**src/rtl/cpu_ctrl_pkg.sv**
```systemverilog
// Shared definitions for the multi-cycle CPU controller: FSM states,
// instruction classes, opcode field values, ALU function and flag-select codes.
package cpu_ctrl_pkg;

  typedef enum logic [2:0] {
    ST_RST    = 3'd0,
    ST_FETCH  = 3'd1,
    ST_DECODE = 3'd2,
    ST_EXEC   = 3'd3,
    ST_MEM    = 3'd4,
    ST_WB     = 3'd5,
    ST_HALT   = 3'd6
  } state_t;

  typedef enum logic [2:0] {
    OP_ALU,
    OP_BRANCH,
    OP_JMP,
    OP_LD,
    OP_ST,
    OP_NOP,
    OP_HALT
  } op_t;

  // ins[15:14] class field
  localparam logic [1:0] OPC_ALU    = 2'b00;
  localparam logic [1:0] OPC_BRANCH = 2'b01;
  localparam logic [1:0] OPC_JMP    = 2'b10;
  // ins[15:12] for the 11xx group
  localparam logic [3:0] OPC_LD     = 4'b1100;
  localparam logic [3:0] OPC_ST     = 4'b1101;
  localparam logic [3:0] OPC_NOP    = 4'b1110;

  localparam logic [2:0] FUNC_ADD   = 3'b000;

  localparam logic [1:0] CC_Z = 2'b00;
  localparam logic [1:0] CC_C = 2'b01;
  localparam logic [1:0] CC_V = 2'b10;
  localparam logic [1:0] CC_S = 2'b11;

  // Classify the 5-bit opcode field ins[15:11].
  function automatic op_t decode_op(input logic [4:0] opf);
    op_t op;
    op = OP_HALT;
    case (opf[4:3])
      OPC_ALU:    op = OP_ALU;
      OPC_BRANCH: op = OP_BRANCH;
      OPC_JMP:    op = OP_JMP;
      default: begin
        case (opf[4:1])
          OPC_LD:  op = OP_LD;
          OPC_ST:  op = OP_ST;
          OPC_NOP: op = OP_NOP;
          default: op = OP_HALT;
        endcase
      end
    endcase
    return op;
  endfunction

endpackage

```
**src/rtl/branch_cond.sv**
```systemverilog
// Branch condition evaluation: selects one datapath flag by cc and
// optionally inverts it (n=1 means branch when the flag is clear).
module branch_cond
  import cpu_ctrl_pkg::*;
(
  input  logic [2:0] cond,
  input  logic       z,
  input  logic       c,
  input  logic       v,
  input  logic       s,
  output logic       taken
);

  logic flag;

  // Pick the flag named by cond[2:1], then apply the sense bit cond[0].
  always_comb begin
    flag = z;
    case (cond[2:1])
      CC_Z: flag = z;
      CC_C: flag = c;
      CC_V: flag = v;
      CC_S: flag = s;
    endcase
    taken = flag ^ cond[0];
  end

endmodule

```
**src/rtl/multi_cycle_controller.sv**
```systemverilog
// Multi-cycle FSM controller for the 16-bit CPU datapath. Sequences
// FETCH/DECODE/EXEC/MEM/WB over a single memory port with a req/ready
// handshake guarded by a wait-cycle watchdog. Strobes are decoded
// combinationally from the state so that reset clears them immediately
// and the fetch/memory completions can respond in the mem_ready cycle.
module multi_cycle_controller
  import cpu_ctrl_pkg::*;
#(
  parameter int INS_W        = 16,
  parameter int MEM_WAIT_MAX = 15
) (
  input  logic             clk,
  input  logic             rst,
  input  logic [INS_W-1:0] ins,
  input  logic             Zin,
  input  logic             Cin,
  input  logic             Vin,
  input  logic             Sin,
  input  logic             mem_ready,
  output logic             mem_req,
  output logic             mem_we,
  output logic             addr_sel,
  output logic             ir_ld,
  output logic             pc_inc,
  output logic             pc_ld,
  output logic             pc_src,
  output logic             read1,
  output logic             read2,
  output logic             write,
  output logic             wb_sel,
  output logic [2:0]       func_select,
  output logic             alu_imm,
  output logic             flags_ld,
  output logic             halted,
  output logic             bus_err
);

  localparam int CNT_W = $clog2(MEM_WAIT_MAX + 1);
  // Value held by the counter during the last permitted wait cycle.
  localparam logic [CNT_W-1:0] WAIT_LAST = CNT_W'(MEM_WAIT_MAX - 1);

  state_t           state;
  state_t           state_nxt;
  logic [CNT_W-1:0] wait_cnt;
  logic [CNT_W-1:0] wait_cnt_nxt;
  logic             bus_err_q;
  logic             timeout;
  logic             taken;
  op_t              op;
  logic             unused_ins;

  assign op         = decode_op(ins[INS_W-1 -: 5]);
  assign unused_ins = ^ins[INS_W-7:0];
  assign bus_err    = bus_err_q;

  branch_cond u_branch_cond (
    .cond  (ins[INS_W-3 -: 3]),
    .z     (Zin),
    .c     (Cin),
    .v     (Vin),
    .s     (Sin),
    .taken (taken)
  );

  // Next-state, watchdog and per-cycle strobe decode.
  always_comb begin
    state_nxt    = state;
    wait_cnt_nxt = '0;
    timeout      = 1'b0;
    mem_req      = 1'b0;
    mem_we       = 1'b0;
    addr_sel     = 1'b0;
    ir_ld        = 1'b0;
    pc_inc       = 1'b0;
    pc_ld        = 1'b0;
    pc_src       = 1'b0;
    read1        = 1'b0;
    read2        = 1'b0;
    write        = 1'b0;
    wb_sel       = 1'b0;
    func_select  = 3'b000;
    alu_imm      = 1'b0;
    flags_ld     = 1'b0;
    halted       = 1'b0;
    case (state)
      ST_RST: state_nxt = ST_FETCH;
      ST_FETCH: begin
        mem_req = 1'b1;
        if (mem_ready) begin
          ir_ld     = 1'b1;
          pc_inc    = 1'b1;
          state_nxt = ST_DECODE;
        end else if (wait_cnt == WAIT_LAST) begin
          timeout   = 1'b1;
          state_nxt = ST_HALT;
        end else begin
          wait_cnt_nxt = wait_cnt + CNT_W'(1);
        end
      end
      ST_DECODE: begin
        read1 = 1'b1;
        read2 = 1'b1;
        case (op)
          OP_BRANCH: begin
            pc_ld     = taken;
            state_nxt = ST_FETCH;
          end
          OP_JMP: begin
            pc_ld     = 1'b1;
            pc_src    = 1'b1;
            state_nxt = ST_FETCH;
          end
          OP_NOP:  state_nxt = ST_FETCH;
          OP_HALT: state_nxt = ST_HALT;
          default: state_nxt = ST_EXEC;
        endcase
      end
      ST_EXEC: begin
        if (op == OP_ALU) begin
          func_select = ins[INS_W-3 -: 3];
          alu_imm     = ins[INS_W-6];
          state_nxt   = ST_WB;
        end else if (op == OP_LD || op == OP_ST) begin
          // Effective address = base register + sext(offset)
          func_select = FUNC_ADD;
          alu_imm     = 1'b1;
          state_nxt   = ST_MEM;
        end else begin
          state_nxt = ST_FETCH;
        end
      end
      ST_MEM: begin
        mem_req  = 1'b1;
        addr_sel = 1'b1;
        mem_we   = (op == OP_ST);
        if (mem_ready) begin
          state_nxt = (op == OP_LD) ? ST_WB : ST_FETCH;
        end else if (wait_cnt == WAIT_LAST) begin
          timeout   = 1'b1;
          state_nxt = ST_HALT;
        end else begin
          wait_cnt_nxt = wait_cnt + CNT_W'(1);
        end
      end
      ST_WB: begin
        write     = 1'b1;
        wb_sel    = (op == OP_LD);
        flags_ld  = (op == OP_ALU);
        state_nxt = ST_FETCH;
      end
      ST_HALT: halted = 1'b1;
      default: state_nxt = ST_RST;
    endcase
  end

  // State register, watchdog counter and sticky bus error.
  always_ff @(posedge clk or negedge rst) begin
    if (!rst) begin
      state     <= ST_RST;
      wait_cnt  <= '0;
      bus_err_q <= 1'b0;
    end else begin
      state    <= state_nxt;
      wait_cnt <= wait_cnt_nxt;
      if (timeout) bus_err_q <= 1'b1;
    end
  end

endmodule

```
**config.mk**
```make
export PLATFORM = sky130hd
export DESIGN_NAME = multi_cycle_controller
export DESIGN_NICKNAME = d
export VERILOG_FILES = /design/src/rtl/cpu_ctrl_pkg.sv /design/src/rtl/branch_cond.sv /design/src/rtl/multi_cycle_controller.sv
export SDC_FILE = /design/constraint.sdc
export NUM_CORES = 1
export LEC_CHECK = 0
export CORE_MARGIN = 8
export CORE_UTILIZATION = 39
export DETAILED_ROUTE_END_ITERATION = 10
export HOLD_SLACK_MARGIN = 0.03
export PLACE_DENSITY = 0.85
export SYNTH_ARGS = -nofsm -noshare
export SYNTH_HDL_FRONTEND = slang
export SYNTH_HIERARCHICAL = 1
export SYNTH_SLANG_ARGS = --single-unit
```
**constraint.sdc**
```tcl
create_clock -name clk -period 3.1 [get_ports clk]
set_input_delay 0.93 -clock clk [delete_from_list [all_inputs] [get_ports clk]]
set_output_delay 0.93 -clock clk [all_outputs]
set_load 0.05 [all_outputs]
```
======== After elaboration in Yosys (flattened, before gate mapping) ========
Cells that the tools add are included.
word-level totals
  input port bits ......................... 23
  word-level logic and storage cells ...... 70
  flip-flop bits (word level) ............. 8
  output and inout port bits .............. 18
operators by class
  equality and inequality tests ........... 21
  mux-type cells .......................... 36
  reductions and logical operators ........ 8
  bitwise operators ....................... 1
  add/subtract/negate cells ............... 1
operators with widths
  kind                                                              number
  3-bit two-way mux                                                 8
  1-bit two-way mux                                                 19
  3-bit == test (second input constant)                             6
  3-bit case mux with 3 select lines                                2
  3-bit case mux with 6 select lines                                1
  4-bit == test (second input constant)                             4
  3-bit by 2-bit == test with 1-bit output (second input constant)  4
  4-bit two-way mux                                                 3
  2-bit == test (second input constant)                             3
  3-bit by 1-bit == test with 1-bit output (second input constant)  2
  3-bit logical NOT                                                 2
  3-bit case mux with 2 select lines                                1
  4-bit by 1-bit adder with 4-bit output (second input constant)    1
  2-bit by 1-bit == test with 1-bit output (second input constant)  2
  2-bit logical NOT                                                 2
  1-bit case mux with 4 select lines                                1
  2-bit OR reduction                                                2
  3-bit OR reduction                                                1
  1-bit case mux with 2 select lines                                1
  1-bit logical OR                                                  1
  1-bit XOR                                                         1

======== Logic depth before layout (Yosys ltp) ========
  depth after elaboration ................. 8
  depth in mapped cells ................... 6
  gate-level depth less buffers ........... 6

======== Modules after synthesis ========
The synthesis kept the hierarchy.
modules (own cells, without submodules)
  module                  area an instance (um^2)  instances  seq. area each (um^2)  cells each
  multi_cycle_controller  745.7                    1          200.2                  85
  branch_cond             31.3                     1          0.0                    2

======== Worst setup path after synthesis ========
OpenSTA, ideal clock, no wires.
  path kind ............................... input to output
  start point ............................. input port ins[12]
  end point ............................... output port pc_ld
  data required time ...................... 2.170 ns
  path buffers ............................ 0
  stages on the path ...................... 4
  data arrival time ....................... 3.281 ns
  slack ................................... -1.111 ns
  cell sequence ........................... mux4_2 > xor2_1 > a21oi_1 > nor4b_1
between the ends
  elaborated cells on any way between the ends .. 15
  classes of those cells .................. eq/ne (8); mux (5); bitwise (1); reduce/logical (1)
RTL lines
  what                                    RTL line                       text
  from (decl)                             multi_cycle_controller.sv:14   input logic [INS_W-1:0] ins,
  2-bit == test (tied with other cells)   branch_cond.sv:19              case (cond[2:1])
  1-bit case mux with 4 select lines (*)  branch_cond.sv:19
  1-bit XOR (*)                           branch_cond.sv:25              taken = flag ^ cond[0];
  net taken                               multi_cycle_controller.sv:48   logic taken;
  1-bit case mux with 2 select lines (*)  multi_cycle_controller.sv:103  case (op)
  1-bit two-way mux (*)                   multi_cycle_controller.sv:85   case (state)
  to (decl)                               multi_cycle_controller.sv:25   output logic pc_ld,
Mark *: on every way through the listed nets, which the timed path passes. The rest lies on a longest branch.

======== Final worst setup path ========
Ends and elaborated chain as after synthesis.

==> impl_metrics.tcl <==
set metrics [dict create \
    maxSlewViolCount 0 \
    path_clk_slew_ps 50 \
    synthesis.nets 117 \
    globalRouteMet2Util 0.288 \
    synth-seq-cells 8 \
    ys_seq_area_frac 0.258 \
    vdd_drop_max_mv 0.408 \
    status "finished with violations" \
    regArea_um2 200 \
    fp-row-count 16 \
    yosys_warnings 6 \
    antenna_found_initial 0 \
    cts_hold_buffers 0 \
    cts_tree "yes" \
    vias_per_cell 5.24 \
    p_per_area_nw_per_um2 582 \
    dieWidth_um 60.6 \
    grt_use_total 0.138 \
    p_sw_mw 0.422 \
    drc 0 \
    clockBufferDepth 2 \
    rsz0062_at_grt "yes" \
    fin_util 0.742 \
    syn-mean-instance-area_um2 8.93 \
    p_leak_nw 0.661 \
    htree_levels 1 \
    pre_cts_ws_ps -637 \
    synth_most_common_cell "nor2_1" \
    busiest_layer "met2" \
    grtUsageMet3 0.0403 \
    relSlewSlack 0.657 \
    hold_viol 0 \
    comb_power_share 0.710 \
    startpoint_type "primary input" \
    fin_crit_sh 1.06 \
    cts.root.buffer_cell "clkbuf_4" \
    synthTopCellsByCount "10 x nor2_1, 8 x dfrtp_1, 8 x inv_1, 7 x ha_1, 5 x o21ai_0" \
    grt_max_degree 12 \
    routedWlPerCell_um 15.4 \
    fill_cells 137 \
    fmax_mhz 303 \
    worstMarginPinSlew_ps 512 \
    timing.final.ws_setup_ps -197 \
    failed_checks "negative setup slack" \
    routed-via-count 833 \
    synth_enable_flop_cells 0 \
    area_growth_pct 83.6 \
    detail-route-antenna-nets 0 \
    final_cells 159 \
    grt_pass1_vias 864 \
    drv_cap 0 \
    endpoint_kind "output port" \
    multi_input_area_um2 622 \
    crit_path_max_fanout 2 \
    pin_count 41 \
    path_class "in2out" \
    place_congestion 0.825 \
    clock_latency_ps 260 \
    worstPathArrival_ps 2370 \
    drive_gt1_frac 0.492 \
    port_buffers 30 \
    met1_usage 0.132 \
    internal_power_mw 0.408 \
    totalWireLength_um 2460 \
    sw_frac_of_total 0.508 \
    core_um2 1920 \
    synth_area_um2 777 \
    drt_iter0_drc 15 \
    postSynthCellCount 87 \
    synth_largest_area_cell "dfrtp_1" \
    post-route-min-period_ps 3300 \
    cts_num_sinks 8 \
    clkPwrFrac 0.095 \
    cts_made_buffers 3 \
    dieHeight_um 60.6 \
    async_flop_share 1.00 \
    start_util 0.404 \
    num_antenna_cells 0 \
    finClkSkew_ps 4.76 \
    gr-total-overflow 0 \
    finalSetupViolations 1 \
    post-dp-hpwl_um 2070 \
    synth.distinct_cells 38 \
    dp_cells 154 \
    synth_top_area_frac 0.258 \
    dr.pass1.iters 5 \
    synth_area_leaders "dfrtp_1 26%, ha_1 11%, nor2_1 4.8%" \
    cp.required_ps 2170 \
    grt_pass1_wl_um 3860 \
    nets 164 \
    seqPwrFrac 0.195 \
    hp-class "reg2reg" \
    die_area_um2 3680 \
    ys.flop_type "dfrtp_1" \
]
-- cell families after synthesis --
family	count (synthesis)	synth area share
multiplexers	1	0.0290
XOR/XNOR	4	0.0451
AO/OA/AOI/OAI	20	0.198
buffers and inverters	12	0.0902
AND/OR/NAND/NOR	35	0.267
flip-flops	8	0.258
adder cells (fa/ha/maj)	7	0.113
-- worst max-delay path, stage by stage --
cell	delay, ps
buf_6	70
mux4_2	510
xor2_2	210
a21oi_2	80
nor4b_2	240
bufbuf_16	320
-- per-stage QoR --
stage	power [mW]	cell area (µm²)	setup TNS, ps	hold slack (ps)
floorplan	0.555	850	-422	452
global placement	0.724	1350	-2560	440
detailed placement	0.746	1350	-3000	455
CTS	0.831	1400	-185	473
global route	0.879	1430	-228	492
finish	0.830	1430	-197	472
-- registers in the layout (all words and copies together), names as in the netlist --
signal,flops
wait_cnt,4
state,3
bus_err,1
-- power by group through the flow --
stage / registers [mW] / clock network (mW) / logic [mW]
finish: 0.162 / 0.0788 / 0.589
global route: 0.168 / 0.0883 / 0.623
CTS: 0.162 / 0.0794 / 0.590
detailed placement: 0.164 / 0 / 0.582
global placement: 0.160 / 0 / 0.564
floorplan: 0.157 / 0 / 0.398
-- final timing paths --
path | startpoint | to | slack [ps] | depth (start not counted)
max in group asynchronous | rst | wait_cnt[1] | 1890 | 1
setup reg to reg | wait_cnt[0] | state[0] | 1540 | 6
hold reg to reg | bus_err | bus_err | 470 | 1
setup / recovery | ins[12] | pc_ld | -200 | 6
hold / removal | bus_err | bus_err | 470 | 1
min in group asynchronous | rst | state[2] | 950 | 1
-- cells in the final DEF, fill, tap and decap left out, types with 2 or more instances in the layout --
cell and count:
nand2_1 3, ha_2 2, buf_12 10, ha_4 3, o21ai_0 4, a21oi_2 2
inv_1 6, clkdlybuf4s50_1 8, nor2_1 9, nand3_1 2, dfrtp_1 8, a31oi_1 2
nor2b_1 2, inv_2 2, nand3b_4 2, clkbuf_4 4, buf_6 2, nor3_2 3
buf_4 17, and2_1 3, buf_2 5, xnor2_1 2, ha_1 2, and3_1 2
-- what timing repair did --
item | 4_1_cts | 5_1_grt
endpoints found under the setup margin | 9 | 5
gates cloned | 0 | 0
pin swaps | 5 | 3
buffers inserted | 1 | 1
resized for setup | 37 | 6
-- per-layer routing --
layer	part of all wire	vias up	routed length, µm
met5	0	-	0
met4	0.0016	0	4
met3	0.043	2	106
met2	0.60	16	1470
met1	0.36	419	878
li1	-	396	-
-- final cells by class --
class,instances,area share
Tap cell,27,0.0237
Clock buffer,3,0.0158
Inverter,8,0.0211
Timing Repair Buffer,46,0.363
Sequential cell,8,0.140
Multi-Input combinational cell,67,0.436
No activity file was read; power rests on OpenSTA's default activity.
